[config.mk]
export PLATFORM = sky130hd
export DESIGN_NAME = smi_master
export DESIGN_NICKNAME = d
export VERILOG_FILES = /design/src/rtl/smi_pkg.sv /design/src/rtl/smi_clkdiv.sv /design/src/rtl/smi_master.sv
export SDC_FILE = /design/constraint.sdc
export NUM_CORES = 1
export LEC_CHECK = 0
export ABC_AREA = 1
export BUFFER_PORTS_ARGS = -buffer_cell sky130_fd_sc_hd__buf_2
export CAP_MARGIN = 20
export CORE_UTILIZATION = 30
export CTS_CLUSTER_SIZE = 25
export DETAILED_ROUTE_END_ITERATION = 10
export GPL_TIMING_DRIVEN = 1
export PLACE_DENSITY = 0.47
export REMOVE_ABC_BUFFERS = 1
export SLEW_MARGIN = 10
export SYNTH_ARGS = -nofsm -noshare
export SYNTH_HDL_FRONTEND = slang
export SYNTH_HIERARCHICAL = 1
export SYNTH_SLANG_ARGS = --single-unit
[constraint.sdc]
create_clock -name CLK -period 1.8 [get_ports CLK]
set_clock_uncertainty 0.05 [all_clocks]
set_input_delay 0.36 -clock CLK [delete_from_list [all_inputs] [get_ports CLK]]
set_output_delay 0.36 -clock CLK [all_outputs]
set_load 0.05 [all_outputs]
[src/rtl/smi_pkg.sv]
`default_nettype none
// ============================================================================
// smi_pkg : Clause 22 MDIO frame constants, FSM encoding and frame builder.
// Rev 1.0
// ============================================================================
package smi_pkg;

  localparam logic [1:0] SMI_ST    = 2'b01;
  localparam logic [1:0] SMI_OP_WR = 2'b01;
  localparam logic [1:0] SMI_OP_RD = 2'b10;
  localparam logic [1:0] SMI_TA_WR = 2'b10;

  localparam int PRE_END    = 31;
  localparam int TA_START   = 46;
  localparam int TA_LAST    = 47;
  localparam int DATA_START = 48;
  localparam int FRAME_BITS = 64;

  typedef enum logic [1:0] {
    ST_IDLE  = 2'd0,
    ST_FRAME = 2'd1,
    ST_DONE  = 2'd2
  } smi_state_t;

  // Frame in transmit order (bit 0 at the MSB); read frames carry 1s in the
  // TA/DATA slots so the idle-high level falls out of the shift register.
  function automatic logic [FRAME_BITS-1:0] build_frame(
    input logic        we,
    input logic [4:0]  phy_addr,
    input logic [4:0]  reg_addr,
    input logic [15:0] wdata
  );
    logic [1:0]  op;
    logic [1:0]  ta;
    logic [15:0] data;
    op   = we ? SMI_OP_WR : SMI_OP_RD;
    ta   = we ? SMI_TA_WR : 2'b11;
    data = we ? wdata : 16'hFFFF;
    return {{(PRE_END + 1){1'b1}}, SMI_ST, op, phy_addr, reg_addr, ta, data};
  endfunction

endpackage
`default_nettype wire

[src/rtl/smi_clkdiv.sv]
`default_nettype none
// ============================================================================
// smi_clkdiv : MDC generator with one-cycle rise/fall strobes, idle while
//              disabled. Rev 1.0
// ============================================================================
module smi_clkdiv #(
  parameter int CLK_DIV = 25
) (
  input  logic clk,
  input  logic rst,
  input  logic i_en,
  output logic o_mdc,
  output logic o_rise_stb,
  output logic o_fall_stb
);

  localparam int            CW     = $clog2(CLK_DIV) + 1;
  localparam logic [CW-1:0] C_LAST = CW'(CLK_DIV - 1);

  logic [CW-1:0] r_cnt;
  logic          r_mdc;
  logic          w_wrap;

  // Strobes flag the cycle before the CLK edge on which MDC changes level.
  assign w_wrap     = i_en && (r_cnt == C_LAST);
  assign o_rise_stb = w_wrap && !r_mdc;
  assign o_fall_stb = w_wrap && r_mdc;
  assign o_mdc      = r_mdc;

  always_ff @(posedge clk) begin
    if (!rst || !i_en) begin
      r_cnt <= '0;
      r_mdc <= 1'b0;
    end else if (w_wrap) begin
      r_cnt <= '0;
      r_mdc <= ~r_mdc;
    end else begin
      r_cnt <= r_cnt + 1'b1;
    end
  end

endmodule
`default_nettype wire

[src/rtl/smi_master.sv]
`default_nettype none
// ============================================================================
// smi_master : IEEE 802.3 Clause 22 MDIO master, one read/write frame per
//              request, split O/OE/I pad interface. Rev 1.0
// ============================================================================
module smi_master
  import smi_pkg::*;
#(
  parameter int CLK_DIV = 25
) (
  input  logic        CLK,
  input  logic        rst,
  input  logic        req,
  input  logic        we,
  input  logic [4:0]  phy_addr,
  input  logic [4:0]  reg_addr,
  input  logic [15:0] wdata,
  output logic        busy,
  output logic        done,
  output logic [15:0] rdata,
  output logic        rdata_valid,
  output logic        ta_err,
  output logic        MDC,
  output logic        MDIO_O,
  output logic        MDIO_OE,
  input  logic        MDIO_I
);

  smi_state_t            r_state;
  logic                  r_busy;
  logic                  r_done;
  logic [15:0]           r_rdata;
  logic                  r_rvalid;
  logic                  r_ta_err;
  logic                  r_mdio_o;
  logic                  r_oe;
  logic                  r_we;
  logic [FRAME_BITS-1:0] r_sr;
  logic [5:0]            r_bit;

  logic                  w_rise;
  logic                  w_fall;
  logic                  w_mdc;
  logic [FRAME_BITS-1:0] w_frame;
  logic [5:0]            w_next_bit;
  logic                  w_released;
  logic                  w_last_bit;

  smi_clkdiv #(
    .CLK_DIV (CLK_DIV)
  ) u_clkdiv (
    .clk        (CLK),
    .rst        (rst),
    .i_en       (r_busy),
    .o_mdc      (w_mdc),
    .o_rise_stb (w_rise),
    .o_fall_stb (w_fall)
  );

  assign w_frame    = build_frame(we, phy_addr, reg_addr, wdata);
  assign w_next_bit = r_bit + 6'd1;
  assign w_released = !r_we && (w_next_bit >= 6'(TA_START));
  assign w_last_bit = (r_bit == 6'(FRAME_BITS - 1));

  // Samples shift in at the LSB while transmit bits leave at the MSB, so
  // after 64 rises the low 17 bits hold the TA-second sample and read data.
  always_ff @(posedge CLK) begin
    if (!rst) begin
      r_state  <= ST_IDLE;
      r_busy   <= 1'b0;
      r_done   <= 1'b0;
      r_rdata  <= '0;
      r_rvalid <= 1'b0;
      r_ta_err <= 1'b0;
      r_mdio_o <= 1'b1;
      r_oe     <= 1'b0;
      r_we     <= 1'b0;
      r_sr     <= '0;
      r_bit    <= '0;
    end else begin
      r_done   <= 1'b0;
      r_rvalid <= 1'b0;
      case (r_state)
        ST_IDLE, ST_DONE: begin
          if (req) begin
            r_state  <= ST_FRAME;
            r_busy   <= 1'b1;
            r_we     <= we;
            r_sr     <= w_frame;
            r_bit    <= '0;
            r_mdio_o <= w_frame[FRAME_BITS-1];
            r_oe     <= 1'b1;
          end else begin
            r_state <= ST_IDLE;
          end
        end
        ST_FRAME: begin
          if (w_rise) begin
            r_sr <= {r_sr[FRAME_BITS-2:0], MDIO_I};
          end
          if (w_fall) begin
            if (w_last_bit) begin
              r_state  <= ST_DONE;
              r_busy   <= 1'b0;
              r_done   <= 1'b1;
              r_oe     <= 1'b0;
              r_mdio_o <= 1'b1;
              if (!r_we) begin
                r_rdata  <= r_sr[FRAME_BITS-DATA_START-1:0];
                r_rvalid <= 1'b1;
                r_ta_err <= r_sr[FRAME_BITS-1-TA_LAST];
              end else begin
                r_ta_err <= 1'b0;
              end
            end else begin
              r_bit    <= w_next_bit;
              r_mdio_o <= w_released ? 1'b1 : r_sr[FRAME_BITS-1];
              r_oe     <= !w_released;
            end
          end
        end
        default: begin
          r_state <= ST_IDLE;
          r_busy  <= 1'b0;
          r_oe    <= 1'b0;
        end
      endcase
    end
  end

  assign busy        = r_busy;
  assign done        = r_done;
  assign rdata       = r_rdata;
  assign rdata_valid = r_rvalid;
  assign ta_err      = r_ta_err;
  assign MDC         = w_mdc;
  assign MDIO_O      = r_mdio_o;
  assign MDIO_OE     = r_oe;

endmodule
`default_nettype wire

After elaboration in Yosys (flattened, before gate mapping) --
Cells that the tools add are included.
Storage, ports and cells: output and inout bits 23, flip-flop bits (word level) 102, input port bits 31
Cells by class: add/subtract/negate cells 2, equal/unequal tests 9, bitwise gates (word level) 2, muxes and demuxes 28, reductions and logical operators 25, magnitude comparators 1
Operators with widths (count):
- 64-bit 2-to-1 mux | 2
- 64-bit one-hot mux with 2 select lines | 1
- 6-bit 2-to-1 mux | 3
- 16-bit 2-to-1 mux | 1
- 3-bit AND reduction | 5
- 1-bit 2-to-1 mux | 13
- 6-bit by 1-bit adder with 6-bit output, second input constant | 2
- 6-bit one-hot mux with 2 select lines | 1
- 4-bit AND reduction | 3
- 6-bit by 5-bit equality test with 1-bit output, second input constant | 1
- 6-bit equality test, second input constant | 1
- 6-bit >= comparator, second input constant | 1
- 2-bit 2-to-1 mux | 3
- 2-bit != test, second input constant | 3
- 1-bit one-hot mux with 2 select lines | 3
- 2-bit AND reduction | 3
- 1-bit logical NOT | 5
- 1-bit logical AND | 4
- 2-bit by 1-bit != test with 1-bit output, second input constant | 2
- 2-bit one-hot mux with 2 select lines | 1
- 2-bit OR reduction | 2
- 2-bit by 1-bit equality test with 1-bit output, second input constant | 1
- 2-bit equality test, second input constant | 1
- 2-bit logical NOT | 1
- other kinds (3) | 4

Depth between registers and ports, before layout --
Gate-level depths: netlist of the first run.
word-level depth 7, gate-level depth with buffers 13, gate-level depth less buffers 12

Modules after synthesis --
The synthesis of the first run kept the hierarchy.
Modules (own cells, without submodules):
- smi_master | sequential area each 1901.8 sq um, times used 1, area each 3697.3 sq um, cells an instance 442
- smi_clkdiv | sequential area each 140.1 sq um, times used 1, area each 377.9 sq um, cells an instance 44

Worst setup path after synthesis of the first run --
No wires, ideal clock.
path type register to register, start point reg r_busy, in the netlist busy, end point reg r_sr[26], data arrival time 1810 ps, setup slack -197 ps, cell stages (with the launch flop) 11, library setup time 137 ps, path through dfxtp_1 > nand2_2 > nor2_4 > nand2_4 > nor2_1 > inv_1 > nor2_4 > nor2_4 > inv_2 > clkbuf_1 > a31oi_1
On the way: cells in the longest elaborated chain, start to end 4
RTL lines:
- from (decl) | RTL line smi_master.sv:30 | logic r_busy;
- from (signal assigned) | RTL line smi_master.sv:70 | r_busy <= 1'b0;
- from (signal assigned) | RTL line smi_master.sv:87 | r_busy <= 1'b1;
- from (signal assigned) | RTL line smi_master.sv:104 | r_busy <= 1'b0;
- 1-bit logical AND | RTL line smi_clkdiv.sv:25 | assign w_wrap = i_en && (r_cnt == C_LAST);
- 1-bit logical AND | RTL line smi_clkdiv.sv:26 | assign o_rise_stb = w_wrap && !r_mdc;
- named net w_rise | RTL line smi_master.sv:41 | logic w_rise;
- 2-bit by 1-bit != test with 1-bit output (no line)
- 3-bit AND reduction (no line)
- to (signal assigned) | RTL line smi_master.sv:89 | r_sr <= w_frame;
- to (signal assigned) | RTL line smi_master.sv:99 | r_sr <= {r_sr[FRAME_BITS-2:0], MDIO_I};
- to (decl) | RTL line smi_master.sv:38 | logic [FRAME_BITS-1:0] r_sr;
The timed path passes the listed nets, and every way through them passes these cells. A chain may end at the register's enable or synchronous reset.

Worst setup path after layout of the first run --
start point reg u_clkdiv.r_cnt[1], end point reg r_rdata[13], in the netlist rdata[13]
On the way: cells in the longest elaborated chain, start to end 4
RTL lines:
- from (decl) | RTL line smi_clkdiv.sv:20 | logic [CW-1:0] r_cnt;
- from (signal assigned) | RTL line smi_clkdiv.sv:38 | r_cnt <= r_cnt + 1'b1;
- 6-bit by 5-bit equality test with 1-bit output | RTL line smi_clkdiv.sv:25
- 1-bit logical AND | RTL line smi_clkdiv.sv:25
- 1-bit logical AND | RTL line smi_clkdiv.sv:27 | assign o_fall_stb = w_wrap && r_mdc;
- named net w_fall | RTL line smi_master.sv:42 | logic w_fall;
- 4-bit AND reduction (no line)
- to (signal assigned) | RTL line smi_master.sv:109 | r_rdata <= r_sr[FRAME_BITS-DATA_START-1:0];
- to (decl) | RTL line smi_master.sv:32 | logic [15:0] r_rdata;
The timed path passes the listed nets, and every way through them passes these cells.

==> summary.txt, run 1 <==
Logic synthesis
  – Async SR Flop Fraction: 0%
  – Compound-Gate Fraction of Synth Area: between 20% and 30%
  – Mux contribution to synthesized area: 0%
  – #FFs+latches synth: 102
  – Simple-Gate Fraction of Synth Area: 15.9%
  – Synth top area share: about 50%
  – Largest family of logic cells by synthesized area: compound AO/OA/AOI/OAI gates
  – Leading area contributor after synthesis: dfxtp_1
  – Synth warn: 6
  – Post-synth EDFFs: 0
  – Mapped Cells: 486
  – Synth Flop Type: dfxtp_1
  – Netlist cell types: 36
  – Post-Synthesis Cell Area: 4080 sq um
  – Most common cell in the netlist: dfxtp_1
  – Seq/Total Area, Yosys: 50.1%
  – Synth Area in XOR/XNOR: less than 1%
  – Avg Inst Size Synth: between 8 and 9 sq um
  – Commonest cells post-synth: dfxtp_1, nand2_1, inv_1
  – Adder-cell area share of the yosys netlist: under 10%
  – Synth top area cells: dfxtp_1, a221oi_1, nand2_1

Clocking
  – Max clock buf depth: 2
  – Clock transition at path regs: about 70 ps
  – CTS root buf: clkbuf_16
  – CTS Buf Count: 9
  – Htree depth: 3
  – CTS tree: yes
  – # clock sinks: 102
  – Later-pin clock latency in the skew report: 340 ps

Final layout
  – Non-Filler Instances: 734
  – Nets: 588
  – Antenna Cells: 0
  – End-of-flow core utilization: 39.3%
  – Synth-to-Final Area Change: 27.8%
  – Layout cells sized above 1: a little over a quarter

Worst setup path
  – Startpoint Class: register
  – Critical Path RT: around 2000 ps
  – Crit path buf inv count: 4
  – CP max stage delay: between 300 and 400 ps
  – Most used cell, CP: inv_2
  – Crit Path Class: register to register
  – Arr. time, crit path: between 1500 and 2000 ps
  – Crit end category: register
  – CP delay by family, top: simple AND/OR/NAND/NOR gates
  – Crit Path Max Fanout: 8
  – Crit-path cells: inv_2 -> ha_4 -> nand2_4 -> nor2_4 -> nand3_2 -> inv_2 -> buf_6 -> nand3_4 -> nor2_8 -> clkbuf_16 -> o21ai_1 -> nor2_1
  – CP max stage cell: dfxtp_1

Timing
  – Period Utilization, post-route: 96.7%
  – Worst-margin pin slew: between 700 and 800 ps
  – Slew margin rel.: a little over half
  – Endpoints failing hold: 0
  – Final setup viols: 0
  – Slew Viols, Final: 0
  – Fmax: 575 MHz
  – Setup TNS: 0 ps
  – Min cycle time layout: approximately 1700 ps
  – RSZ-0062 raised after global routing: yes
  – Setup ws final: between 50 and 60 ps

Placement
  – Placed insts: ~700
  – DP Wirelength: between 5000 and 6000 microns
  – Port bufs: 53
  – Pre-CTS setup slack: -4.13 ps
  – Final weighted congestion in routability-driven placement: roughly 0.73

Route
  – Routed WL: 9600 microns
  – Routed wire length per instance: between 10 and 15 microns
  – Post-route ant nets: 0
  – Iter 0 DRT Violations: around 190
  – Drt via density: about 4.7
  – Detailed Routing Iterations Pass 1: 4
  – DRC violations left: 0
  – Via count: ~3500

Power and ir drop
  – Power density over cell area: just under 1000 nW/um^2
  – Peak supply drop: around 600 uV
  – Leakage: 2.18 nW

Die
  – FP Rows: 42
  – Die width: ~120 microns
  – Die height: between 100 and 150 microns
  – Initial Util: 30.8%
  – Top-Level Pins: 54
  – Core area: between 10000 and 15000 sq um
  – Full die area: roughly 14000 sq um

Job
  – Max Cap Violations: 0

Global routing
  – Vias in the first global route: around 3200
  – Total GRT Usage: 13.3%
  – First-pass GRT wire length: 15200 microns
  – Largest net degree at the start of global routing: 55
  – Initial antenna violation count: 0
  – Remaining Overflow, GRT: 0

Run status
  – Status: finished clean

Min path
  – Worst hold path class: input port to register
final timing paths:
kind                                        start   endpoint  slack (ps)  cells past startpoint
worst max register to register  u_clkdiv/r_cnt[1]  rdata[13]          60                     12
worst min-delay path                  phy_addr[2]   r_sr[25]         240                      3
worst min register to register           r_sr[31]   r_sr[31]         410                      2
worst max-delay path            u_clkdiv/r_cnt[1]  rdata[13]          60                     12
state kept, by name, summed over array words and instances, names as in the netlist, 2 cells and up:
signal,cells
r_bit,6
r_sr,64
r_state,2
rdata,16
u_clkdiv/r_cnt,6
worst register-to-register path: stages, from the launching register on:
cell,delay (ps)
dfxtp_1,320
inv_2,70
ha_4,140
nand2_4,50
nor2_4,130
nand3_2,90
inv_2,80
buf_6,90
nand3_4,90
nor2_8,210
clkbuf_16,190
o21ai_1,60
nor2_1,120
cell families after synthesis:
family,Yosys count
adder cells (fa/ha/maj),4
AND/OR/NAND/NOR,135
AO/OA/AOI/OAI,149
buffers and inverters,93
XOR/XNOR,3
flip-flops,102
layer usage:
layer / vias to the layer above / GRT usage [%] / wire length (microns) / share of wire (%)
met1: 1605 / 18.0 / 4680 / 49
met5: - / 0 / 0 / 0
met4: 0 / 4.35 / 106 / 1.1
met3: 8 / 3.67 / 464 / 4.8
li1: 1785 / - / - / -
met2: 65 / 20.4 / 4350 / 45
through the flow:
step	power [W]	hold WS (ps)	instance area [sq um]
after floorplan	0.00281	379	3940
after global placement	0.00299	395	4670
after detailed placement	0.00300	402	4670
after CTS	0.00507	223	4990
after global routing	0.00528	245	5210
final	0.00504	235	5210
cell type report:
class,count,area [sq um]
well taps,176,220
fillers,1367,8030
inverters,64,253
clock buffers,10,239
multi-input cells,291,1710
clock inverters,6,76.3
repair buffers,85,663
flip-flops and latches,102,2040
placed cells by master, fill, tap and decap left out, types with 2 or more instances in the layout:
master / instances
dfxtp_1: 100
nand2_1: 60
inv_1: 54
buf_2: 53
nor2_1: 40
o21ai_0: 35
a21oi_1: 28
a221oi_1: 27
buf_4: 20
o22ai_1: 16
o21ai_1: 15
a31oi_1: 14
clkbuf_16: 14
nor2_2: 10
nand3_1: 9
inv_2: 7
buf_12: 5
nand2_2: 4
nor2_4: 4
o21ai_2: 4
a221oi_2: 4
ha_1: 3
inv_6: 3
clkinv_4: 2
nand3_2: 2
inv_8: 2
a21oi_2: 2
o21bai_1: 2
o221a_2: 2
buf_6: 2
dfxtp_2: 2
nand2_4: 2
xor2_1: 2
where the power goes:
group,internal (W),switching [W]
clock,0.00114,0.000888
combinational,0.000224,0.000318
sequential,0.00240,0.0000700
repair_timing:
| action | in CTS | in global routing |
|---|---|---|
| resized for setup | 0 | 28 |
| hold buffers | 0 | 0 |
| buffers inserted | 0 | 2 |
| endpoints found under the setup margin | 0 | 89 |
(Power assumes the default switching activity.)
==> run 2, diff against run 1 <==
--- a/config.mk
+++ b/config.mk
@@ -8,12 +8,11 @@
 export ABC_AREA = 1
 export BUFFER_PORTS_ARGS = -buffer_cell sky130_fd_sc_hd__buf_2
 export CAP_MARGIN = 20
-export CORE_UTILIZATION = 30
+export CORE_UTILIZATION = 51
 export CTS_CLUSTER_SIZE = 25
 export DETAILED_ROUTE_END_ITERATION = 10
 export GPL_TIMING_DRIVEN = 1
-export PLACE_DENSITY = 0.47
-export REMOVE_ABC_BUFFERS = 1
+export PLACE_DENSITY = 0.73
 export SLEW_MARGIN = 10
 export SYNTH_ARGS = -nofsm -noshare
 export SYNTH_HDL_FRONTEND = slang
==> run 2 against run 1 <==
Utilization rose by 26 points; first-iteration DRC count rose by 18%; clock power fell by 33%; critical path depth rose by 1; via count rose by 0.66%; sequential share of layout area rose by 1.4 points; non-clock buffer count fell by 9; cell area fell by 3.3%; largest power group unchanged; global-route usage rose by 8.1 points; fmax fell by 2.5%; routed wire length fell by 6.0%.
==> summary.txt, run 2 (synthesized netlist as in run 1, its figures left out) <==
Route
  – Routed WL: 9020 microns (-6.0%)
  – Iter 0 DRT Violations: 227 (+18%)
  – Via count: 3486 (+0.66%)
  – Routed wire length per instance: 13.9 microns (+6.1%)
  – Post-route ant nets: 0 (unchanged)
  – Drt via density: 5.36 (+14%)
  – DRC violations left: 0 (unchanged)
  – Detailed Routing Iterations Pass 1: 5 (+1)

Placement
  – DP Wirelength: 5390 microns (-9.0%)
  – Port bufs: 53 (unchanged)
  – Final weighted congestion in routability-driven placement: 0.815 (+11%)
  – Pre-CTS setup slack: -44.8 ps (-40.7 ps)

Worst setup path
  – R2R depth: 13 (+1)
  – Reg-to-reg setup timing slack: 20 ps (-40 ps)
  – Startpoint Class: register
  – Crit Path Class: register to register
  – CP max stage cell: dfxtp_2
  – Crit Path Max Fanout: 11 (+3)
  – CP max stage delay: 330 ps (about the same)
  – Worst R2R End: r_sr[0]
  – Most used cell, CP: nor2_4
  – CP startpoint: u_clkdiv/r_cnt[0]
  – Reg2reg start: u_clkdiv/r_cnt[0]
  – Arr. time, crit path: 2030 ps (+60 ps)
  – Critical Path RT: 2050 ps (+20 ps)
  – Crit path to: r_sr[0]
  – Crit end category: register
  – Crit-path cells: inv_2 -> ha_4 -> nand2_4 -> nor2_4 -> nand2_4 -> nor2_4 -> inv_2 -> nor2_4 -> nor2_4 -> clkinv_4 -> clkbuf_16 -> o21ai_1 -> a21oi_1

Final layout
  – Layout cells sized above 1: 30.7% (+3.8 points)
  – Most common cell after layout, fill and taps aside: dfxtp_1
  – Max FFs per register: 64 (unchanged)
  – Antenna Cells: 0 (unchanged)
  – Commonest non-fill, non-tap cells in the layout: dfxtp_1, nand2_1, inv_1, buf_2, nor2_1
  – Top reg by flops: r_sr
  – Synth-to-Final Area Change: 23.6%
  – Nets: 579 (-1.5%)

Timing
  – Min cycle time layout: 1780 ps (+44.2 ps)
  – Slew margin rel.: 76.6% (+24 points)
  – Worst hold slack: 198 ps (-37.2 ps)
  – RSZ-0062 raised after global routing: yes
  – Slew Viols, Final: 0 (unchanged)
  – Endpoints failing hold: 0 (unchanged)
  – Period Utilization, post-route: 99.1% (+2.5 points)
  – Final setup viols: 0 (unchanged)
  – Worst-margin pin slew: 350 ps (-358 ps)
  – Setup ws final: 15.4 ps (-44.2 ps)
  – Fmax: 560 MHz (-2.5%)

Clocking
  – Clock transition at path regs: 110 ps (+40 ps)
  – Hold buffers post-CTS: 0 (unchanged)
  – CTS root buf: clkbuf_8
  – Htree depth: 3 (unchanged)
  – Later-pin clock latency in the skew report: 360 ps (+20 ps)
  – CTS tree: yes
  – # clock sinks: 102 (unchanged)
  – Max clock buf depth: 2 (unchanged)
  – CTS Buf Count: 9 (unchanged)

Run status
  – Status: finished clean

Die
  – Top-Level Pins: 54 (unchanged)
  – Initial Util: 52.7% (+22 points)
  – FP Rows: 32 (-24%)
  – Die width: 91.4 microns (-23%)
  – Core area: 7730 sq um (-42%)
  – Die height: 91.4 microns (-23%)
  – Full die area: 8350 sq um (-41%)

Global routing
  – First-pass GRT wire length: 14500 microns (-4.1%)
  – Vias in the first global route: 3160 (-0.095%)
  – Total GRT Usage: 21.4% (+8.1 points)
  – Remaining Overflow, GRT: 0 (unchanged)
  – Initial antenna violation count: 0 (unchanged)
  – Largest net degree at the start of global routing: 48 (-13%)

Job
  – Max Cap Violations: 0 (unchanged)

Power and ir drop
  – Leakage: 2.10 nW (-3.5%)
  – Power density over cell area: 877 nW/um^2 (-9.3%)
  – Peak supply drop: 436 uV (-28%)

Logic synthesis
  – Synth Net Count: 521

Min path
  – Worst hold path class: input port to register
-- run 2: cell types whose count changed in the layout (fill, tap and decap cells not counted), moves of 3 or more --
cell | previous run | this run
a221oi_1 | 27 | 10
a221oi_2 | 4 | 21
o21ai_0 | 35 | 22
clkbuf_16 | 14 | 3
buf_4 | 20 | 12
clkbuf_8 | 1 | 9
o21ai_1 | 15 | 23
o21ai_2 | 4 | 9
a21oi_1 | 28 | 25
a21oi_2 | 2 | 5
-- run 2: critical path, delay by kind of cell, from the launching register on --
kind / cells / cell delay, ps
AO/OA/AOI/OAI: 2 / 230
flip-flops: 1 / 330
AND/OR/NAND/NOR: 6 / 550
buffers and inverters: 4 / 410
adder cells (fa/ha/maj): 1 / 140
-- run 2: per-layer routing --
layer	GRT usage [%]	up-vias	part of all wire, %
met5	0	-	0
met4	8.99	0	1.6
met3	3.77	13	3.5
met2	33.9	66	49
met1	28.7	1638	46
li1	-	1769	-
-- run 2: per-stage QoR --
stage | cell area [sq um] | utilization (%) | setup TNS (ps) | std cells | power (W)
floorplan | 4080 | - | 0 | 486 | 0.00284
global placement | 4500 | 58.2 | 0 | 627 | 0.00297
detailed placement | 4500 | 58.2 | -280 | 627 | 0.00299
CTS | 4720 | 61.1 | 0 | 644 | 0.00434
global route | 5040 | 65.2 | -1590 | 650 | 0.00463
finish | 5040 | 65.2 | 0 | 650 | 0.00442
-- run 2: cell type report --
class,instances,area [sq um]
clock buffer,9,124
inverter,64,248
sequential,102,2050
tap,102,128
clock inverter,6,53.8
multi-input combinational,291,1850
fill,645,2690
timing repair buffer,76,584
-- run 2: worst min-delay path by stage --
stage                 from        to  depth (start not counted)
2_1_floorplan     r_sr[32]  r_sr[32]                          2
3_3_place_gp      r_sr[32]  r_sr[32]                          2
3_5_place_dp      r_sr[32]  r_sr[32]                          2
4_1_cts        phy_addr[1]  r_sr[24]                          3
5_1_grt        phy_addr[4]  r_sr[27]                          3
6_report       phy_addr[1]  r_sr[24]                          3
-- run 2: what timing repair did --
item                                    in CTS  in global routing
setup buffers                                1                  3
pin swaps                                    2                  3
cloned                                       1                  3
endpoints found under the setup margin      28                 82
resized for setup                            5                 67
hold endpoints to repair                     0                  0
-- run 2: power by group --
part | internal [W] | switching (W)
registers | 0.00240 | 0.0000785
clock network | 0.000520 | 0.000826
logic | 0.000246 | 0.000351
total | 0.00316 | 0.00126
==> run 3, diff against run 2 <==
--- a/config.mk
+++ b/config.mk
@@ -5,14 +5,13 @@
 export SDC_FILE = /design/constraint.sdc
 export NUM_CORES = 1
 export LEC_CHECK = 0
-export ABC_AREA = 1
 export BUFFER_PORTS_ARGS = -buffer_cell sky130_fd_sc_hd__buf_2
 export CAP_MARGIN = 20
-export CORE_UTILIZATION = 51
+export CORE_UTILIZATION = 52
 export CTS_CLUSTER_SIZE = 25
 export DETAILED_ROUTE_END_ITERATION = 10
 export GPL_TIMING_DRIVEN = 1
-export PLACE_DENSITY = 0.73
+export PLACE_DENSITY = 0.74
 export SLEW_MARGIN = 10
 export SYNTH_ARGS = -nofsm -noshare
 export SYNTH_HDL_FRONTEND = slang
==> run 3 against run 2 <==
The flow now finishes with violations (setup timing); global-route usage grew 0.73 points; first-iteration DRC count decreased by 30%; worst hold slack got worse by 14 ps; via count grew 3.0%; critical path type unchanged; largest cell class unchanged; largest power group unchanged.
==> summary.txt, run 3 <==
Run status
  – Status: finished, violations left
  – Failing checks: setup timing

Logic synthesis
  – Most common cell in the netlist: dfxtp_1
  – Synth warn: 6 (unchanged)
  – Seq/Total Area, Yosys: 48.3% (-1.8 points)
  – Post-synth EDFFs: 0 (unchanged)
  – Synth Net Count: 528 (+1.3%)
  – Synth top area cells: dfxtp_1, nor3_1, nor2_1
  – Leading area contributor after synthesis: dfxtp_1
  – Mapped Cells: 493 (+1.4%)
  – Async SR Flop Fraction: 0% (unchanged)
  – Synth top area share: 48.3% (-1.8 points)
  – #FFs+latches synth: 102 (unchanged)
  – Commonest cells post-synth: dfxtp_1, nor2_1, nor3_1
  – Avg Inst Size Synth: 8.58 sq um (+2.3%)
  – Synth Flop Type: dfxtp_1
  – Netlist cell types: 40 (+11%)
  – Post-Synthesis Cell Area: 4230 sq um (+3.7%)

Placement
  – Placed Area: 4730 sq um (+5.1%)
  – DP Wirelength: 5770 microns (+7.1%)
  – Placed insts: 632 (+0.80%)
  – Final weighted congestion in routability-driven placement: 0.830 (+1.9%)
  – Port bufs: 53 (unchanged)

Timing
  – RSZ-0062 raised after global routing: yes
  – Setup ws final: -25.9 ps (-41.3 ps)
  – Slew Viols, Final: 0 (unchanged)
  – Endpoints failing hold: 0 (unchanged)
  – Final setup viols: 2 (+2)
  – Fmax: 548 MHz (-2.3%)
  – Min cycle time layout: 1830 ps (+41.3 ps)
  – Setup TNS: -34.1 ps (-34.1 ps)
  – Period Utilization, post-route: 101% (+2.3 points)
  – Worst-margin pin slew: 430 ps (+80.5 ps)
  – Slew margin rel.: 71.1% (-5.5 points)

Min path
  – Worst hold path class: input port to register
  – Hold path cells: 2 (-1)
  – Hold_sp: rst
  – Sink of the worst hold path: MDIO_O

Route
  – Via count: 3590 (+3.0%)
  – Iter 0 DRT Violations: 159 (-30%)
  – Routed WL: 9230 microns (+2.3%)
  – DRC violations left: 0 (unchanged)
  – Post-route ant nets: 0 (unchanged)
  – Detailed Routing Iterations Pass 1: 4 (-1)
  – Drt via density: 5.49 (+2.4%)
  – Routed wire length per instance: 14.1 microns (+1.7%)

Clocking
  – CTS Buf Count: 9 (unchanged)
  – CTS root buf: clkbuf_8
  – # clock sinks: 102 (unchanged)
  – Htree depth: 3 (unchanged)
  – Max clock buf depth: 2 (unchanged)
  – Later-pin clock latency in the skew report: 360 ps (about the same)
  – CTS tree: yes
  – Hold buffers post-CTS: 0 (unchanged)
  – Clock transition at path regs: 100 ps (about the same)

Global routing
  – Initial antenna violation count: 0 (unchanged)
  – Vias in the first global route: 3326 (+5.3%)
  – Total GRT Usage: 22.1% (+0.73 points)
  – First-pass GRT wire length: 15200 microns (+4.9%)
  – Remaining Overflow, GRT: 0 (unchanged)
  – Largest net degree at the start of global routing: 46 (-4.2%)

Final layout
  – Final instance area: 5050 sq um (+0.22%)
  – Layout cells sized above 1: 23.4% (-7.3 points)
  – Fill count: 669 (+3.7%)
  – Area occupied by multi-input gates: 2050 sq um (+11%)
  – Nets: 582 (+0.52%)
  – Commonest non-fill, non-tap cells in the layout: dfxtp_1, nor2_1, nor3_1
  – Most common cell after layout, fill and taps aside: dfxtp_1
  – Top reg by flops: r_sr
  – Antenna Cells: 0 (unchanged)
  – Synth-to-Final Area Change: 19.4%
  – Non-Filler Instances: 654 (+0.62%)
  – Max FFs per register: 64 (unchanged)
  – Register area: 2050 sq um (+0.31%)

Worst setup path
  – R2R depth: 8 (-5)
  – Reg-to-reg setup timing slack: -30 ps (-40 ps)
  – Crit Path Max Fanout: 6 (-5)
  – Startpoint Class: register
  – Critical Path RT: 2050 ps (about the same)
  – Crit end category: register
  – Reg2reg start: u_clkdiv/r_cnt[1]
  – Worst R2R End: r_bit[1]
  – Crit Path Class: register to register
  – Arr. time, crit path: 2080 ps (+50 ps)

Power and ir drop
  – Peak supply drop: 374 uV (-14%)
  – Leakage: 2.15 nW (+2.5%)
  – Final Power: 0.00433 W (-2.1%)
  – Power density over cell area: 857 nW/um^2 (-2.3%)

Die
  – Die height: 92.2 microns (+0.85%)
  – Full die area: 8500 sq um (+1.7%)
  – Die width: 92.2 microns (+0.85%)
  – Top-Level Pins: 54 (unchanged)
  – FP Rows: 32 (unchanged)
  – Initial Util: 54.2% (+1.4 points)
  – Core area: 7810 sq um (+1.0%)

Job
  – Max Cap Violations: 0 (unchanged)
## run 3: changes by cell type after synthesis, sizes merged, moves of 24 or more
cell / delta
nor3: +70
inv: -56
o21ai: -49
a221oi: -31
nor2: +24
## run 3: area by class of cell
class	count	area share [%]
Timing Repair Buffer	81	12.1
Clock buffer	9	2.45
Inverter	7	0.520
Sequential cell	102	40.6
Clock inverter	7	1.14
Tap cell	102	2.53
Multi-Input combinational cell	346	40.6
## run 3: layer usage
layer	global-route usage, %	vias to the layer above	part of all wire, %
li1	-	1818	-
met1	27.6	1687	45
met2	38.8	78	50
met3	5.06	7	4.4
met4	4.69	0	0.61
met5	0	-	0
## run 3: worst max-delay path, cell delays in order, from the launching register on
cell	delay, ps
dfxtp_2	340
inv_2	60
ha_4	140
nand4bb_4	150
nor3_4	160
nand3b_1	200
a21oi_4	260
mux2_4	320
nor2_1	90
## run 3: per-stage QoR
| stage | hold slack, ps | worst slack [ps] | utilization [%] |
|---|---|---|---|
| floorplan | 380 | -23.1 | - |
| CTS | 172 | 7.16 | 63.9 |
| global route | 181 | -101 | 64.7 |
| detailed placement | 410 | -51.1 | 60.5 |
| global placement | 397 | 15.0 | 60.5 |
| finish | 183 | -25.9 | 64.7 |
## run 3: worst max path at each step
| stage | endpoint | from | cells past startpoint | slack [ps] |
|---|---|---|---|---|
| 2_1_floorplan | r_bit[1] | u_clkdiv/r_cnt[1] | 8 | -20 |
| 3_3_place_gp | MDIO_O | r_bit[1] | 6 | 20 |
| 3_5_place_dp | MDIO_OE | r_bit[1] | 6 | -50 |
| 4_1_cts | r_sr[0] | u_clkdiv/r_cnt[1] | 11 | 7 |
| 5_1_grt | r_bit[1] | u_clkdiv/r_cnt[1] | 8 | -100 |
| 6_report | r_bit[1] | u_clkdiv/r_cnt[1] | 8 | -30 |
## run 3: cell families (layout without fill, tap and decap cells)
family / count (synthesis) / in the layout / share of synthesized area (%)
AO/OA/AOI/OAI: 73 / 73 / 11.4
XOR/XNOR: 5 / 5 / 1.04
adder cells (fa/ha/maj): 4 / 4 / 1.18
buffers and inverters: 45 / 104 / 5.09
flip-flops: 102 / 102 / 48.3
multiplexers: 21 / 21 / 5.06
AND/OR/NAND/NOR: 243 / 243 / 27.9
## run 3: power breakdown
| part | switching, W | internal, W | total, W |
|---|---|---|---|
| clock | 0.000821 | 0.000525 | 0.00135 |
| combinational | 0.000284 | 0.000231 | 0.000515 |
| sequential | 0.0000792 | 0.00239 | 0.00247 |
## run 3: repair_timing
| item | 4_1_cts | 5_1_grt |
|---|---|---|
| pin swaps | 5 | 1 |
| gates cloned | 0 | 1 |
| resized for setup | 6 | 8 |
| setup buffers | 4 | 1 |
| endpoints found under the setup margin | 12 | 69 |
